File: src/rtl/pipe_pkg.sv
// Shared types and bundle widths for inter-stage pipeline registers.
// Optional stall counter in pipe_stage_reg is enabled by PIPE_STALL_CNT_EN.
package pipe_pkg;

  typedef enum logic [1:0] {
    EMPTY = 2'd0,
    FULL  = 2'd1,
    SKID  = 2'd2
  } pipe_state_e;

  localparam int IF_ID_W   = 64;
  localparam int ID_EXE_W  = 96;
  localparam int EXE_MEM_W = 80;
  localparam int MEM_WB_W  = 72;
  localparam int CTRL_DEF_W = 16;

  localparam int CTRL_REG_WRITE = 0;
  localparam int CTRL_MEM_WRITE = 1;
  localparam int CTRL_MEM_READ  = 2;
  localparam int CTRL_MEM_TO_REG = 3;
  localparam int CTRL_ALU_LSB   = 4;
  localparam int CTRL_ALU_W     = 4;

endpackage

File: src/rtl/pipe_skid_buf.sv
// Two-entry skid buffer: main + skid storage with EMPTY/FULL/SKID FSM.
// in_ready is a flop, so upstream never sees a path from out_ready.
module pipe_skid_buf
  import pipe_pkg::*;
#(
  parameter int W = 112
) (
  input  logic         clk,
  input  logic         rst,
  input  logic         flush,
  input  logic         in_valid,
  output logic         in_ready,
  input  logic [W-1:0] in_bus,
  output logic         out_valid,
  input  logic         out_ready,
  output logic [W-1:0] out_bus
);

  pipe_state_e state;
  logic [W-1:0] main_q;
  logic [W-1:0] skid_q;
  logic         accept;
  logic         pop;

  assign out_valid = (state != EMPTY);
  assign out_bus   = main_q;
  assign accept    = in_valid & in_ready;
  assign pop       = out_valid & out_ready;

  always_ff @(posedge clk or negedge rst) begin
    if (!rst) begin
      state    <= EMPTY;
      main_q   <= '0;
      skid_q   <= '0;
      in_ready <= 1'b1;
    end else if (flush) begin
      state    <= EMPTY;
      in_ready <= 1'b1;
    end else begin
      unique case (state)
        EMPTY: begin
          if (accept) begin
            state  <= FULL;
            main_q <= in_bus;
          end
        end
        FULL: begin
          unique case (1'b1)
            accept & pop: main_q <= in_bus;
            accept & !pop: begin
              state    <= SKID;
              skid_q   <= in_bus;
              in_ready <= 1'b0;
            end
            !accept & pop: state <= EMPTY;
            default: ;
          endcase
        end
        SKID: begin
          if (pop) begin
            state    <= FULL;
            main_q   <= skid_q;
            in_ready <= 1'b1;
          end
        end
        default: begin
          state    <= EMPTY;
          in_ready <= 1'b1;
        end
      endcase
    end
  end

endmodule

File: src/rtl/pipe_stage_reg.sv
// Generic inter-stage pipeline register with skid buffer and flush.
// Define PIPE_STALL_CNT_EN to add the saturating stall_cnt output.
module pipe_stage_reg
  import pipe_pkg::*;
#(
  parameter int DATA_W = ID_EXE_W,
  parameter int CTRL_W = CTRL_DEF_W
`ifdef PIPE_STALL_CNT_EN
  , parameter int CNT_W = 16
`endif
) (
  input  logic              clk,
  input  logic              rst,
  input  logic              in_valid,
  output logic              in_ready,
  input  logic [DATA_W-1:0] in_data,
  input  logic [CTRL_W-1:0] in_ctrl,
  input  logic              flush,
  output logic              out_valid,
  input  logic              out_ready,
  output logic [DATA_W-1:0] out_data,
  output logic [CTRL_W-1:0] out_ctrl
`ifdef PIPE_STALL_CNT_EN
  , output logic [CNT_W-1:0] stall_cnt
`endif
);

  localparam int W = DATA_W + CTRL_W;

  logic [W-1:0] out_bus;

  pipe_skid_buf #(
    .W(W)
  ) u_buf (
    .clk      (clk),
    .rst      (rst),
    .flush    (flush),
    .in_valid (in_valid),
    .in_ready (in_ready),
    .in_bus   ({in_ctrl, in_data}),
    .out_valid(out_valid),
    .out_ready(out_ready),
    .out_bus  (out_bus)
  );

  assign out_data = out_bus[DATA_W-1:0];
  // bubbles must never carry write enables downstream
  assign out_ctrl = out_bus[W-1:DATA_W] & {CTRL_W{out_valid}};

`ifdef PIPE_STALL_CNT_EN
  always_ff @(posedge clk or negedge rst) begin
    if (!rst) begin
      stall_cnt <= '0;
    end else if (out_valid && !out_ready && stall_cnt != '1) begin
      stall_cnt <= stall_cnt + 1'b1;
    end
  end
`else
`endif

endmodule

File: config.mk
export PLATFORM = sky130hd
export DESIGN_NAME = pipe_stage_reg
export DESIGN_NICKNAME = d
export VERILOG_FILES = /design/src/rtl/pipe_pkg.sv /design/src/rtl/pipe_skid_buf.sv /design/src/rtl/pipe_stage_reg.sv
export SDC_FILE = /design/constraint.sdc
export NUM_CORES = 1
export LEC_CHECK = 0
export CAP_MARGIN = 20
export CORE_ASPECT_RATIO = 0.5
export CORE_MARGIN = 1
export CORE_UTILIZATION = 52
export CTS_CLUSTER_DIAMETER = 40
export DETAILED_ROUTE_END_ITERATION = 10
export PLACE_DENSITY = 0.87
export SKIP_LAST_GASP = 1
export SLEW_MARGIN = 20
export SYNTH_ARGS = -nofsm -noshare
export SYNTH_HDL_FRONTEND = slang
export SYNTH_SLANG_ARGS = --single-unit
File: constraint.sdc
create_clock -name clk -period 3.5 [get_ports clk]
set_clock_uncertainty 0.05 [all_clocks]
set_input_delay 0.525 -clock clk [delete_from_list [all_inputs] [get_ports clk]]
set_output_delay 0.525 -clock clk [all_outputs]
set_load 0.1 [all_outputs]
Yosys cells after proc, flatten, opt, wreduce, memory -nomap -nowiden. Index checks and enable logic that the tools add are counted.

Register bits after elaboration: 227. Bits of input ports: 117. Output and inout bits: 114. Logic and storage cells: 43.

Equal/unequal tests: 10. Muxes and demuxes: 13. Bitwise gates (word level): 7. Reduce and logical (&&, ||, !) cells: 9.

Operator list (count): 2-to-1 mux 112 bit (3); one-hot mux 112 bit (3 select lines) (1); AND 16 bit (1); inequality test 3 x 2 -> 1 bit (second input constant) (3); AND reduction 3 bit (3); 2-to-1 mux 2 bit (3); inequality test 2 x 1 -> 1 bit (second input constant) (3); one-hot mux 2 bit (3 select lines) (1); AND 1 bit (5); AND reduction 5 bit (1); inequality test 4 x 2 -> 1 bit (second input constant) (1); one-hot mux 2 bit (2 select lines) (1); 2-to-1 mux 1 bit (3); one-hot mux 1 bit (3 select lines) (1); nonzero test 3 bit (1); equality test 2 x 1 -> 1 bit (second input constant) (1); equality test 2 bit (second input constant) (1); logical NOT 1 bit (2); logical NOT 2 bit (1); inequality test 2 bit (second input constant) (1); nonzero test 2 bit (1); NOT 1 bit (1).

Logic depth before layout (Yosys ltp).
Depth after elaboration: 7. Gate-level depth with buffers: 10. Depth with buffers taken out: 7.

Hierarchy. From an unflattened synthesis, not the netlist that was laid out.

Cell total of the unflattened synthesis: 763. Area, all modules: 9557.9 µm².

By module, submodules not included: pipe_skid_buf (instances 1, cells each 746, area each 9431.5 µm², sequential area each 5681.7 µm²); pipe_stage_reg (instances 1, cells each 17, area each 126.4 µm², sequential area each 0.0 µm²).

Least setup slack after synthesis. OpenSTA, ideal clock, no wires.

Path kind: register to output. From: register u_buf.state[0]. To: output out_ctrl[10]. Data arrival time: 2130 ps. Required time: 2925 ps. Path slack: 795 ps. Stages on the path, launching flop included: 5. Path buffers: 2. Cell sequence: dfrtp_1 buf_4 nor2_1 clkbuf_1 nor2b_1.

Longest elaborated chain between the ends: 2.

RTL lines: from (decl) (RTL line pipe_skid_buf.sv:19) `pipe_state_e state;`; nonzero test 2 bit (RTL line pipe_skid_buf.sv:25) `assign out_valid = (state != EMPTY);`; AND 16 bit (RTL line pipe_stage_reg.sv:48) `assign out_ctrl = out_bus[W-1:DATA_W] & {CTRL_W{out_valid}};`; to (decl) (RTL line pipe_stage_reg.sv:22) `output logic [CTRL_W-1:0] out_ctrl`.

No other way between the ends.

Worst setup path in the final report.
From: register u_buf.main_q[52], in the netlist u_buf.out_bus[52]. To: output out_data[52].

RTL lines: from (decl) (RTL line pipe_skid_buf.sv:20) `logic [W-1:0] main_q;`; from (signal assigned) (RTL line pipe_skid_buf.sv:44) `main_q <= in_bus;`; from (signal assigned) (RTL line pipe_skid_buf.sv:49) `accept & pop: main_q <= in_bus;`; from (signal assigned) (RTL line pipe_skid_buf.sv:62) `main_q <= skid_q;`; to (decl) (RTL line pipe_stage_reg.sv:21) `output logic [DATA_W-1:0] out_data,`.

No word-level cell between the ends.

==> summary.md <==
| Metric | Value |
|---|---|
| Part of the power in registers | 0.327 |
| Routed Antenna Nets | 0 |
| Max cap viols | 0 |
| Top_reg_cell synth | dfrtp_1 |
| Most frequent cell after synthesis | dfrtp_1 |
| Slew margin rel. | 0.3088 |
| Worst setup path end | out_data[52] |
| Crit path kind | reg -> out |
| Synth area leaders | dfrtp_1 (49%), mux2_4 (20%), mux2_2 (18%), buf_4 (6.6%), buf_12 (1.6%) |
| Initial Util | 0.5429 |
| Initial detailed-routing violation count | between 300 and 400 |
| Critical path depth | 1 |
| Dominant cell type by area after synthesis | dfrtp_1 |
| Post-synth EDFFs | 0 |
| H-tree depth | 1 |
| Post-synthesis sequential area ratio | 0.4969 |
| Hold buffer count at CTS | 1 |
| Fmax achieved | between 300 and 400 MHz |
| Synth-to-layout area growth | 22.33% |
| Critical Path AT | between 2 and 2.5 ns |
| Buf+Inv Stages, Crit Path | 1 |
| Share of flip-flops with an asynchronous set or reset | 1.000 |
| Reg2reg setup slack | about 0.9 ns |
| Remaining DRCs | 0 |
| Logic pwr share | 0.469 |
| Vias in the first global route | around 6600 |
| Switching Share | 0.4359 |
| # setup viols final | 0 |
| Ant diodes | 0 |
| Ratio of cells with drive above 1 in the final layout | 0.4640 |
| Slew Limit Fails | 0 |
| Syn_nets | 857 |
| Total congestion overflow | 0 |
| Gp weighted congestion | 0.7884 |
| Synthesized area | about 11000 µm² |
| CP max stage delay | 1.17 ns |
| Hold Path Class | reg -> reg |
| Die Height | ~110 µm |
| Post-CTS Resized | 0 |
| Reg-to-Reg End | u_buf.skid_q[7]$_DFFE_PN0P_ |
| Detailed-route via count | 6042 |
| Pin count of the biggest net entering global routing | 90 |
| Drt pass-1 iters | 4 |
| Final hold vios | 0 |
| Crit-path max FO | 2 |
| FF+latch count, synth | approximately 230 |
| Int Pwr | around 7500 µW |
| Worst setup SP type | register |
| WL/cell | 19.03 µm |
| PwrDens | approximately 950 nW/µm² |
| Worst Max-Slew Pin Slew | approximately 1.0 ns |
| Reg clk slew, reported paths | 0.07 ns |
| Unique masters post-synth | 25 |
| # IOs | 231 |
| Worst-path cell with the longest stage delay | clkdlybuf4s50_1 |
| Clock power share | 0.203 |
| Root buf cell | clkbuf_16 |
| Cell area after layout | 13990 µm² |
| Reg2reg path depth | 8 |
| Tcrit/Tclk final | 0.7496 |
| Clock Latency Late Sink | approximately 0.5 ns |
| Antenna violations before repair | 0 |
| CTS tree | done |
| Routed WL | 22500 µm |
| Min Tclk post-route | around 2.6 ns |
| Most frequent cells after synthesis | dfrtp_1 (226), mux2_2 (187), mux2_4 (149) |
| Worst r2r src | u_buf.state[0]$_DFFE_PN0P_ |
| Final worst slack | about 0.9 ns |
| RSZ-0062 raised after global routing | false |
| Global-route wire length before repair | around 36000 µm |
| Status | completed |
| Sink Count | between 200 and 250 |
| Worst setup EP type | output pin |
| Nets | about 1000 |
| I/O Buffers | 230 |
| Die width | 211.7 µm |
| Core area | ~21000 µm² |
| Detailed placement HPWL | between 15000 and 20000 µm |
| DR vias/cell | between 5 and 6 |
| Yosys warns | 0 |
| Core Util, Final | 0.6641 |
| Max VDD drop | 622.5 µV |
| CTS Buf Count | 23 |
| Gr usage total | 0.2015 |
| Crit path launch | u_buf.out_bus[52]$_DFFE_PN0P_ |
| Leakage | 0.006020 µW |
| Setup Buffers After CTS | 0 |
| Post-Synthesis Cells | about 740 |
| Post-Synthesis Mean Instance Area | between 15 and 20 µm² |
| Core Rows | 37 |
| Top delay family on crit path | buffers and inverters |
| Final setup TNS | 0 ns |
| Setup WS pre-CTS | just under 0.7 ns |
| Switching power | between 5000 and 6000 µW |
| Post-DP Area | 13150 µm² |
| Top-area cell type share of the netlist area | 0.4946 |
| Die area | around 23000 µm² |
| CTS Buffer Depth | 3 |
| Critical-path cell list | clkdlybuf4s50_1 |
| CP required | 2.92 ns |
area by class of cell:
cell class / count / area [µm²]
clock buffer: 28 / 614.3
clock inverter: 13 / 214.0
fill: 1464 / 7076
inverter: 4 / 15.01
multi-input combinational: 372 / 4626
sequential: 227 / 5682
tap: 292 / 365.4
timing repair buffer: 246 / 2472
per-layer routing:
metal  vias up  GRT usage  routed length, µm
li1       2757          -                  -
met1      3139     0.2483               9405
met2       104     0.3661              11910
met3        42    0.03515                672
met4         0    0.05383                506
met5         -          0                  0
worst min path at each step:
stage                                         from                              to  slack [ns]  depth (start not counted)
finish                 u_buf.skid_q[4]$_DFFE_PN0P_     u_buf.skid_q[4]$_DFFE_PN0P_        0.45                          1
global route         u_buf.skid_q[106]$_DFFE_PN0P_   u_buf.skid_q[106]$_DFFE_PN0P_        0.46                          1
CTS                    u_buf.skid_q[4]$_DFFE_PN0P_     u_buf.skid_q[4]$_DFFE_PN0P_        0.46                          1
detailed placement  u_buf.out_bus[103]$_DFFE_PN0P_  u_buf.out_bus[103]$_DFFE_PN0P_        0.44                          1
global placement      u_buf.skid_q[40]$_DFFE_PN0P_    u_buf.skid_q[40]$_DFFE_PN0P_        0.43                          1
floorplan                                      rst    u_buf.out_bus[0]$_DFFE_PN0P_        0.18                          0
state kept, by name, indices dropped and copies added (netlist names):
register	cells
u_buf.in_ready	1
u_buf.skid_q	112
u_buf.state	2
u_buf.out_bus	112
cells by family after synthesis:
family | after synthesis | share of synthesized area
mux | 336 | 0.3798
compound gates | 5 | 0.004158
buf+inv | 139 | 0.09892
simple gates | 29 | 0.01805
fa+ha+maj | 2 | 0.002188
flops | 227 | 0.4969
through the flow:
step	power, µW	hold WS (ns)	std cells
floorplan	9782	0.1794	738
global placement	10460	0.4334	1140
detailed placement	10660	0.4394	1140
CTS	13420	0.4571	1182
global route	13800	0.4618	1182
finish	13310	0.4512	1182
power groups by stage:
stage / clock [µW] / sequential [µW] / combinational [µW]
3_3_place_gp: 0 / 4300 / 6160
4_1_cts: 2770 / 4360 / 6290
6_report: 2700 / 4350 / 6250
5_1_grt: 2870 / 4490 / 6440
3_5_place_dp: 0 / 4380 / 6280
2_1_floorplan: 0 / 4180 / 5600
cells in the final DEF (no fill, tap or decap), drive strengths merged:
cell	count
mux2	336
dfrtp	226
clkdlybuf4s50	211
buf	34
clkbuf	28
nor2b	17
inv	7
bufinv	5
nor2	3
clkinv	3
nand2	2
nand3b	2
nor3	2
ha	2
clkinvlp	2
a31oi	2
and4bb	1
nand4bb	1
nand4b	1
a21oi	1
o21bai	1
a22oi	1
dlygate4sd3	1
dfstp	1
No activity file was read; power rests on OpenSTA's default activity.
